==> config.mk <==
export PLATFORM = sky130hd
export DESIGN_NAME = shift_left_seq
export DESIGN_NICKNAME = d
export VERILOG_FILES = /design/src/rtl/shift_left_seq.sv
export SDC_FILE = /design/constraint.sdc
export NUM_CORES = 1
export LEC_CHECK = 0
export ABC_CLOCK_PERIOD_IN_PS = 1400
export CAP_MARGIN = 20
export CORE_MARGIN = 1.5
export CORE_UTILIZATION = 30
export DETAILED_ROUTE_END_ITERATION = 12
export GPL_ROUTABILITY_DRIVEN = 0
export GPL_TIMING_DRIVEN = 0
export SLEW_MARGIN = 20
export SYNTH_ARGS = -nofsm -noshare
export SYNTH_HDL_FRONTEND = slang
export SYNTH_SLANG_ARGS = --single-unit
==> constraint.sdc <==
create_clock -name clk -period 1.4 [get_ports clk]
set_input_delay 0.28 -clock clk [delete_from_list [all_inputs] [get_ports clk]]
set_output_delay 0.28 -clock clk [all_outputs]
set_load 0.01 [all_outputs]
==> src/rtl/shift_left_seq.sv <==
// shift_left_seq: sequential left shifter / rotator.
//   Shifts the captured operand left by one bit position per clock, from 0 to WIDTH-1
//   places. The operand is either zero filled (logical) or rotated. A start/busy/done
//   handshake connects the block to the control unit.
// Ports:
//   clk    - system clock, rising edge active
//   rst    - synchronous, active-high reset
//   start  - request, sampled only in IDLE
//   X      - operand, captured when start is accepted
//   amt    - shift count 0..WIDTH-1, captured with X
//   rotate - 0 = logical shift left, 1 = rotate left, captured with X
//   busy   - high while an operation is in progress (state != IDLE)
//   done   - one-cycle pulse; Z, C and zf are valid in that cycle
//   Z      - result, held from done until the next accepted start
//   C      - last bit shifted out of the MSB (0 when amt = 0)
//   zf     - zero flag of the result
module shift_left_seq #(
  parameter int WIDTH = 8,
  parameter int AMT_W = 3
) (
  input  logic             clk,
  input  logic             rst,
  input  logic             start,
  input  logic [WIDTH-1:0] X,
  input  logic [AMT_W-1:0] amt,
  input  logic             rotate,
  output logic             busy,
  output logic             done,
  output logic [WIDTH-1:0] Z,
  output logic             C,
  output logic             zf
);

  typedef enum logic [1:0] {
    ST_IDLE  = 2'b00,
    ST_SHIFT = 2'b01,
    ST_DONE  = 2'b10
  } state_t;

  localparam logic [AMT_W-1:0] AMT_ZERO = {AMT_W{1'b0}};
  localparam logic [AMT_W-1:0] AMT_ONE  = {{(AMT_W-1){1'b0}}, 1'b1};
  localparam logic [WIDTH-1:0] DATA_ZERO = {WIDTH{1'b0}};

  state_t           state_r;
  state_t           next_state_s;
  logic [AMT_W-1:0] count_r;
  logic             mode_r;
  logic [WIDTH-1:0] z_r;
  logic             c_r;
  logic             zf_r;
  logic [WIDTH-1:0] shifted_s;
  logic             last_shift_s;

  // One-position shift of the working value; the fill bit depends on the captured mode.
  always_comb begin
    shifted_s = {z_r[WIDTH-2:0], 1'b0};
    if (mode_r) begin
      shifted_s = {z_r[WIDTH-2:0], z_r[WIDTH-1]};
    end else begin
      shifted_s = {z_r[WIDTH-2:0], 1'b0};
    end
  end

  assign last_shift_s = (count_r == AMT_ONE);

  // Next-state logic for the IDLE -> SHIFT/DONE -> IDLE sequence.
  always_comb begin
    next_state_s = state_r;
    case (state_r)
      ST_IDLE: begin
        if (start) begin
          if (amt == AMT_ZERO) begin
            next_state_s = ST_DONE;
          end else begin
            next_state_s = ST_SHIFT;
          end
        end else begin
          next_state_s = ST_IDLE;
        end
      end
      ST_SHIFT: begin
        if (last_shift_s) begin
          next_state_s = ST_DONE;
        end else begin
          next_state_s = ST_SHIFT;
        end
      end
      ST_DONE: begin
        next_state_s = ST_IDLE;
      end
      default: begin
        next_state_s = ST_IDLE;
      end
    endcase
  end

  // State register.
  always_ff @(posedge clk) begin
    if (rst) begin
      state_r <= ST_IDLE;
    end else begin
      state_r <= next_state_s;
    end
  end

  // Datapath: operand capture in IDLE, one shift per edge in SHIFT, hold otherwise.
  always_ff @(posedge clk) begin
    if (rst) begin
      z_r     <= DATA_ZERO;
      c_r     <= 1'b0;
      zf_r    <= 1'b0;
      count_r <= AMT_ZERO;
      mode_r  <= 1'b0;
    end else begin
      case (state_r)
        ST_IDLE: begin
          if (start) begin
            z_r     <= X;
            c_r     <= 1'b0;
            count_r <= amt;
            mode_r  <= rotate;
            // A zero-length operation finishes immediately, so its flag is set now.
            if (amt == AMT_ZERO) begin
              zf_r <= (X == DATA_ZERO);
            end
          end
        end
        ST_SHIFT: begin
          z_r     <= shifted_s;
          c_r     <= z_r[WIDTH-1];
          count_r <= count_r - AMT_ONE;
          // The flag reflects the post-shift value of the final step.
          if (last_shift_s) begin
            zf_r <= (shifted_s == DATA_ZERO);
          end
        end
        ST_DONE: begin
          z_r <= z_r;
        end
        default: begin
          z_r <= z_r;
        end
      endcase
    end
  end

  assign busy = (state_r != ST_IDLE);
  assign done = (state_r == ST_DONE);
  assign Z    = z_r;
  assign C    = c_r;
  assign zf   = zf_r;

endmodule

Word-level counts from Yosys, hierarchy flattened

Index checks and enable logic that the tools add are counted.

Mux-type cells: 15
Add/sub/neg operators: 1
Reduce and logical (&&, ||, !) cells: 9
Equality and inequality tests: 6

Operator list:

| kind                                                               | count |
|---|---|
| 8-bit zero test                                                    | 2 |
| 8-bit case mux with 2 select lines                                 | 1 |
| 8-bit 2-to-1 mux                                                   | 1 |
| 2-bit 2-to-1 mux                                                   | 3 |
| 2-bit inequality test, second input constant                       | 3 |
| 3-bit case mux with 2 select lines                                 | 1 |
| 1-bit 2-to-1 mux                                                   | 5 |
| 1-bit case mux with 2 select lines                                 | 2 |
| 2-bit case mux with 2 select lines                                 | 1 |
| 2-bit AND reduction                                                | 2 |
| 4-bit AND reduction                                                | 1 |
| 2-bit nonzero test                                                 | 2 |
| 3-bit by 1-bit == test with 1-bit output, second input constant    | 1 |
| 3-bit zero test                                                    | 1 |
| 3-bit 2-to-1 mux                                                   | 1 |
| 3-bit by 1-bit subtractor with 3-bit output, second input constant | 1 |
| 2-bit by 1-bit == test with 1-bit output, second input constant    | 1 |
| 2-bit == test, second input constant                               | 1 |
| 2-bit zero test                                                    | 1 |

Input port bits: 15
Output and inout bits: 12
Flip-flop bits (word level): 16

Logic depth before layout (Yosys ltp)

Gate-level depths: netlist of run 1.

Word-level depth: 4
Gate-level depth with buffers: 5
Gate-level depth less buffers: 5

Least setup slack after synthesis of run 1

Ideal clock, no wire load.

Kind: register to register
From: reg state_r[1]
To: reg zf_r, in the netlist zf
Required time: 1.309 ns
Arrival: 1.238 ns
Stages on the path, launching flop included: 5
Setup slack: 0.071 ns
Period minus slack after synthesis: 1.329 ns
Path buffers: 1
Setup time: 0.091 ns
Path through: dfxtp_1 or3b_1 clkbuf_2 o221a_1 a311oi_1

Word-level cells in the longest chain between the ends: 3
Elaborated cells on any way between the ends: 8
Those cells by class: eq/ne (4); mux (1); reduce/logical (3)

Ends and longest elaborated chain:

| what                                                                               | line | text |
|---|---|---|
| start, declared                                                                    | 44   | `state_t state_r;` |
| start signal, assigned                                                             | 102  | `state_r <= next_state_s;` |
| 2-bit by 1-bit == test with 1-bit output / 2-bit zero test (equally long branches) | 115  | `case (state_r)` |
| 2-bit inequality test (no line) / 2-bit nonzero test (equally long branches)       | n/a  |  |
| 4-bit AND reduction (no line)                                                      | n/a  |  |
| end signal, assigned                                                               | 124  | `zf_r <= (X == DATA_ZERO);` |
| end signal, assigned                                                               | 134  | `zf_r <= (shifted_s == DATA_ZERO);` |
| end, declared                                                                      | 50   | `logic zf_r;` |

Parallel ways exist; a longest one is shown, timed or not.
A chain may end at the register's enable or synchronous reset.

Worst setup path in the final report of run 1

From: in start
To: reg z_r[1], in the netlist Z[1]

Word-level cells in the longest chain between the ends: 2

Ends and longest elaborated chain:

| what                            | line | text |
|---|---|---|
| start, declared                 | 23   | `input logic start,` |
| 2-bit inequality test (no line) | n/a  |  |
| 2-bit AND reduction (no line)   | n/a  |  |
| end signal, assigned            | 129  | `z_r <= shifted_s;` |
| end signal, assigned            | 138  | `z_r <= z_r;` |
| end signal, assigned            | 141  | `z_r <= z_r;` |
| end, declared                   | 48   | `logic [WIDTH-1:0] z_r;` |

No other way between the ends.

==> metrics.txt, run 1 <==
# TYPE chip_impl_metric gauge
chip_impl_metric{name="finalMaxSlewViolations",unit=""} 0
chip_impl_metric{name="synthesis.nets",unit=""} 115
chip_impl_metric{name="postLayoutCellArea",unit="um2"} 1170
chip_impl_metric{name="synth.lib_cells_used.distinct",unit=""} 29
chip_impl_metric{name="io-pin-count",unit=""} 27
chip_impl_metric{name="switchingPower",unit="W"} 0.0003837
chip_impl_metric{name="detailedPlacementHpwl",unit="um"} 1539
chip_impl_info{name="tritoncts",value="yes"} 1
chip_impl_metric{name="drt_first_pass_iters",unit=""} 4
chip_impl_metric{name="power.internal",unit="W"} 0.0008612
chip_impl_metric{name="synth_compound_area_share",unit="%"} 20.61
chip_impl_metric{name="hold-path-cell-count",unit=""} 2
chip_impl_metric{name="synth-simple-area-share",unit="%"} 29.87
chip_impl_metric{name="synth_xor_xnor_area_share",unit="%"} 0
chip_impl_info{name="synth_top_family_by_area",value="simple AND/OR/NAND/NOR gates"} 1
chip_impl_info{name="criticalPathCategory",value="in -> reg"} 1
chip_impl_info{name="cts_root_buffer",value="clkbuf_4"} 1
chip_impl_metric{name="synth-edff-count",unit=""} 0
chip_impl_metric{name="antenna_cells",unit=""} 0
chip_impl_metric{name="initial_antenna_violation_count",unit=""} 0
chip_impl_metric{name="die-area",unit="um2"} 2926
chip_impl_metric{name="clock_sink_count",unit=""} 16
chip_impl_metric{name="worst-slew-pin-transition",unit="ns"} 0.4518
chip_impl_metric{name="grtUsageTotal",unit="%"} 16.89
chip_impl_metric{name="synth-seq-cells",unit=""} 16
chip_impl_metric{name="min_period",unit="ns"} 1.378
chip_impl_info{name="synth.area.top_cells",value="dfxtp_1, a311oi_1, nand2_1, nor2_1, ha_1"} 1
chip_impl_metric{name="dr_total_vias",unit=""} 848
chip_impl_metric{name="chipWidth",unit="um"} 54.10
chip_impl_metric{name="report.final.hold_viol_count",unit=""} 0
chip_impl_metric{name="clock_power_share",unit="%"} 24.7
chip_impl_metric{name="routed_wirelength",unit="um"} 2182
chip_impl_metric{name="core.rowCount",unit=""} 18
chip_impl_info{name="synth.cells.most_frequent",value="nand2_1, dfxtp_1, a311oi_1"} 1
chip_impl_metric{name="post_detailed_route_count_of_antenna_violating_nets",unit=""} 0
chip_impl_metric{name="drt-wirelength-per-cell",unit="um"} 13.64
chip_impl_metric{name="finish.net_count",unit=""} 148
chip_impl_metric{name="syn_to_final_growth",unit="%"} 49.36
chip_impl_info{name="synth_area_leader_cell",value="dfxtp_1"} 1
chip_impl_metric{name="syn-mean-instance-area",unit="um2"} 7.992
chip_impl_metric{name="clock_path_buffers",unit=""} 2
chip_impl_metric{name="setup_viol",unit=""} 0
chip_impl_metric{name="core_area",unit="um2"} 2477
chip_impl_metric{name="required",unit="ns"} 1.55
chip_impl_metric{name="insertion_delay",unit="ns"} 0.29
chip_impl_metric{name="synth.area.mux_share",unit="%"} 0
chip_impl_metric{name="fin_util",unit="%"} 47.22
chip_impl_metric{name="slew_headroom",unit="%"} 69.88
chip_impl_metric{name="path_max_fanout",unit=""} 10
chip_impl_metric{name="nFillCells",unit=""} 264
chip_impl_metric{name="area_after_detailed_placement",unit="um2"} 1071
chip_impl_metric{name="vias_per_cell",unit=""} 5.300
chip_impl_info{name="worst_setup_path_end_kind",value="register"} 1
chip_impl_metric{name="port_buffers",unit=""} 25
chip_impl_metric{name="combinationalPowerShare",unit="%"} 29.6
chip_impl_metric{name="power.density_cell_area",unit="nW/um2"} 1064
chip_impl_metric{name="synth-adder-area-share",unit="%"} 3.195
chip_impl_info{name="synth_most_common_cell",value="nand2_1"} 1
chip_impl_info{name="unrepaired_setup_endpoints_after_global_routing",value="false"} 1
chip_impl_metric{name="cts_htree_levels",unit=""} 1
chip_impl_metric{name="clkTransAtPathRegs",unit="ns"} 0.10
chip_impl_metric{name="yosys_warnings",unit=""} 0
chip_impl_metric{name="max_cap_violations",unit=""} 0
chip_impl_metric{name="globalRoute.totalOverflow",unit=""} 0
chip_impl_metric{name="via_count_of_the_first_global_routing_pass",unit=""} 770
chip_impl_metric{name="asyncSetResetFlopFracSynth",unit="%"} 0
chip_impl_info{name="outcome",value="complete, no violations"} 1
chip_impl_info{name="class_of_the_most_critical_hold_timing_path",value="in -> reg"} 1
chip_impl_metric{name="seqCellArea",unit="um2"} 331.6
chip_impl_metric{name="length_in_cells_of_the_worst_reg_to_reg_path",unit=""} 4
chip_impl_metric{name="mappedNetlistArea",unit="um2"} 783.3
chip_impl_metric{name="layout-drive-gt1-share",unit="%"} 18.46
chip_impl_metric{name="seq_power_share",unit="%"} 45.6
chip_impl_metric{name="initial_core_util",unit="%"} 31.62
chip_impl_metric{name="multiInputGateArea",unit="um2"} 444.2
chip_impl_metric{name="max-vdd-ir-drop",unit="mV"} 0.6611
chip_impl_metric{name="dieHeight",unit="um"} 54.10
chip_impl_metric{name="switching_portion_of_total_power",unit="%"} 30.82
chip_impl_info{name="start_kind",value="primary input"} 1
chip_impl_metric{name="min_period_over_period",unit="%"} 98.41
chip_impl_info{name="ys.flop_type",value="dfxtp_1"} 1
chip_impl_metric{name="proportion_of_synthesized_chip_area_in_sequential_cells",unit="%"} 40.89
chip_impl_metric{name="finClkSkew",unit="ns"} 0.01176
chip_impl_metric{name="timing.fmax",unit="GHz"} 0.7258
chip_impl_metric{name="grt_start_max_net_pins",unit=""} 11
chip_impl_metric{name="cp_data_arrival_time",unit="ns"} 1.53
chip_impl_metric{name="grt_first_pass_wirelength",unit="um"} 3484
chip_impl_metric{name="total_power",unit="W"} 0.001245
chip_impl_metric{name="drcViolationCount",unit=""} 0
chip_impl_metric{name="dr.first_iter.drc_count",unit=""} 14
chip_impl_metric{name="cts-buffers-inserted",unit=""} 3
chip_impl_metric{name="syn-instance-count",unit=""} 98
chip_impl_metric{name="cellLeakagePower",unit="nW"} 0.4928
chip_impl_metric{name="portion_of_synthesized_cell_area_occupied_by_the_leading_cell_type",unit="%"} 40.89
per-layer routing:
| metal | up-vias | part of all wire [%] | GRT usage, % |
|---|---|---|---|
| li1 | 418 | - | - |
| met1 | 410 | 48 | 22.86 |
| met2 | 18 | 47 | 25.81 |
| met3 | 2 | 3.5 | 3.333 |
| met4 | 0 | 0.69 | 7.500 |
| met5 | - | 0 | 0 |
state kept, by name, indices dropped and copies added (netlist names):
signal,cells
zf,1
state_r,2
count_r,3
mode_r,1
Z,8
C,1
critical path, stage by stage:
cell and delay [ns]:
clkdlybuf4s50_1 0.48, or3b_4 0.42, buf_4 0.19, nand2_1 0.07, a311oi_1 0.09
cell type report:
type	instances	area share (%)
clock buffer	4	3.102
sequential	16	28.34
buffer	6	3.102
inverter	3	0.9626
multi-input combinational	72	37.97
tap	30	3.209
timing repair buffer	29	23.32
worst paths after layout:
kind	start	end	slack, ns
worst min-delay path	rst	Z[6]$_SDFFE_PP0P_	0.36
worst max register to register	state_r[1]$_SDFF_PP0_	Z[1]$_SDFFE_PP0P_	0.11
worst min register to register	C$_SDFFE_PP0P_	C$_SDFFE_PP0P_	0.48
worst max-delay path	start	Z[1]$_SDFFE_PP0P_	0.02
cell families after synthesis:
group | count (synthesis)
AO/OA/AOI/OAI | 21
adder cells (fa/ha/maj) | 2
buffers and inverters | 10
flip-flops | 16
AND/OR/NAND/NOR | 49
timing repair:
action,in CTS,in global routing
pin swaps,0,1
cloned,0,0
gates resized for setup,29,7
endpoints found under the setup margin,24,11
setup buffers,2,2
hold buffers,0,0
endpoints found under the hold margin,0,0
power by group through the flow:
| stage | logic (W) | registers, W | clock network (W) |
|---|---|---|---|
| floorplan | 0.000180 | 0.000577 | 0 |
| global route | 0.000412 | 0.000577 | 0.000341 |
| finish | 0.000369 | 0.000568 | 0.000308 |
| global placement | 0.000355 | 0.000572 | 0 |
| detailed placement | 0.000356 | 0.000573 | 0 |
| CTS | 0.000351 | 0.000570 | 0.000315 |
placed cells by master (no fill, tap or decap), drive strengths merged:
| master | synthesis | routed |
|---|---|---|
| nor2 | 7 | 7 |
| o21ai | 1 | 1 |
| and2 | 1 | 1 |
| a211oi | 2 | 2 |
| nand2 | 22 | 22 |
| or2 | 1 | 1 |
| nor3b | 2 | 2 |
| inv | 3 | 3 |
| nor4 | 3 | 3 |
| a22oi | 1 | 1 |
| nand2b | 2 | 2 |
| clkdlybuf4s50 | 0 | 13 |
| buf | 4 | 8 |
| nor3 | 2 | 2 |
| clkbuf | 3 | 6 |
| dfxtp | 16 | 16 |
| dlymetal6s2s | 0 | 1 |
| a21oi | 4 | 4 |
| or3 | 1 | 1 |
| nor2b | 2 | 2 |
| nand3b | 1 | 1 |
| a311oi | 10 | 10 |
| a2bb2oi | 1 | 1 |
| ha | 2 | 2 |
| o221a | 1 | 1 |
| o22ai | 1 | 1 |
| nand3 | 3 | 3 |
| dlygate4sd2 | 0 | 11 |
| or3b | 1 | 1 |
| nand4 | 1 | 1 |
metrics by stage:
stage          std cells  TNS [ns]  hold slack (ns)  worst slack (ns)
2_1_floorplan         98         0           0.4160           0.07117
3_3_place_gp         153    -6.996           0.4605           -0.5959
5_1_grt              160         0           0.3998          0.003682
3_5_place_dp         153    -6.519           0.4713           -0.5550
4_1_cts              158         0           0.3587          0.001139
6_report             160         0           0.3610           0.02226
No activity file was read; power rests on OpenSTA's default activity.
==> run 2, diff against run 1 <==
--- a/config.mk
+++ b/config.mk
@@ -9,10 +9,11 @@
 export CAP_MARGIN = 20
 export CORE_MARGIN = 1.5
 export CORE_UTILIZATION = 30
+export CTS_CLUSTER_SIZE = 12
 export DETAILED_ROUTE_END_ITERATION = 12
 export GPL_ROUTABILITY_DRIVEN = 0
 export GPL_TIMING_DRIVEN = 0
-export SLEW_MARGIN = 20
+export SLEW_MARGIN = 40
 export SYNTH_ARGS = -nofsm -noshare
 export SYNTH_HDL_FRONTEND = slang
 export SYNTH_SLANG_ARGS = --single-unit
==> results of run 2 <==
The final DEF is identical to that of run 1; final timing and power are the same.
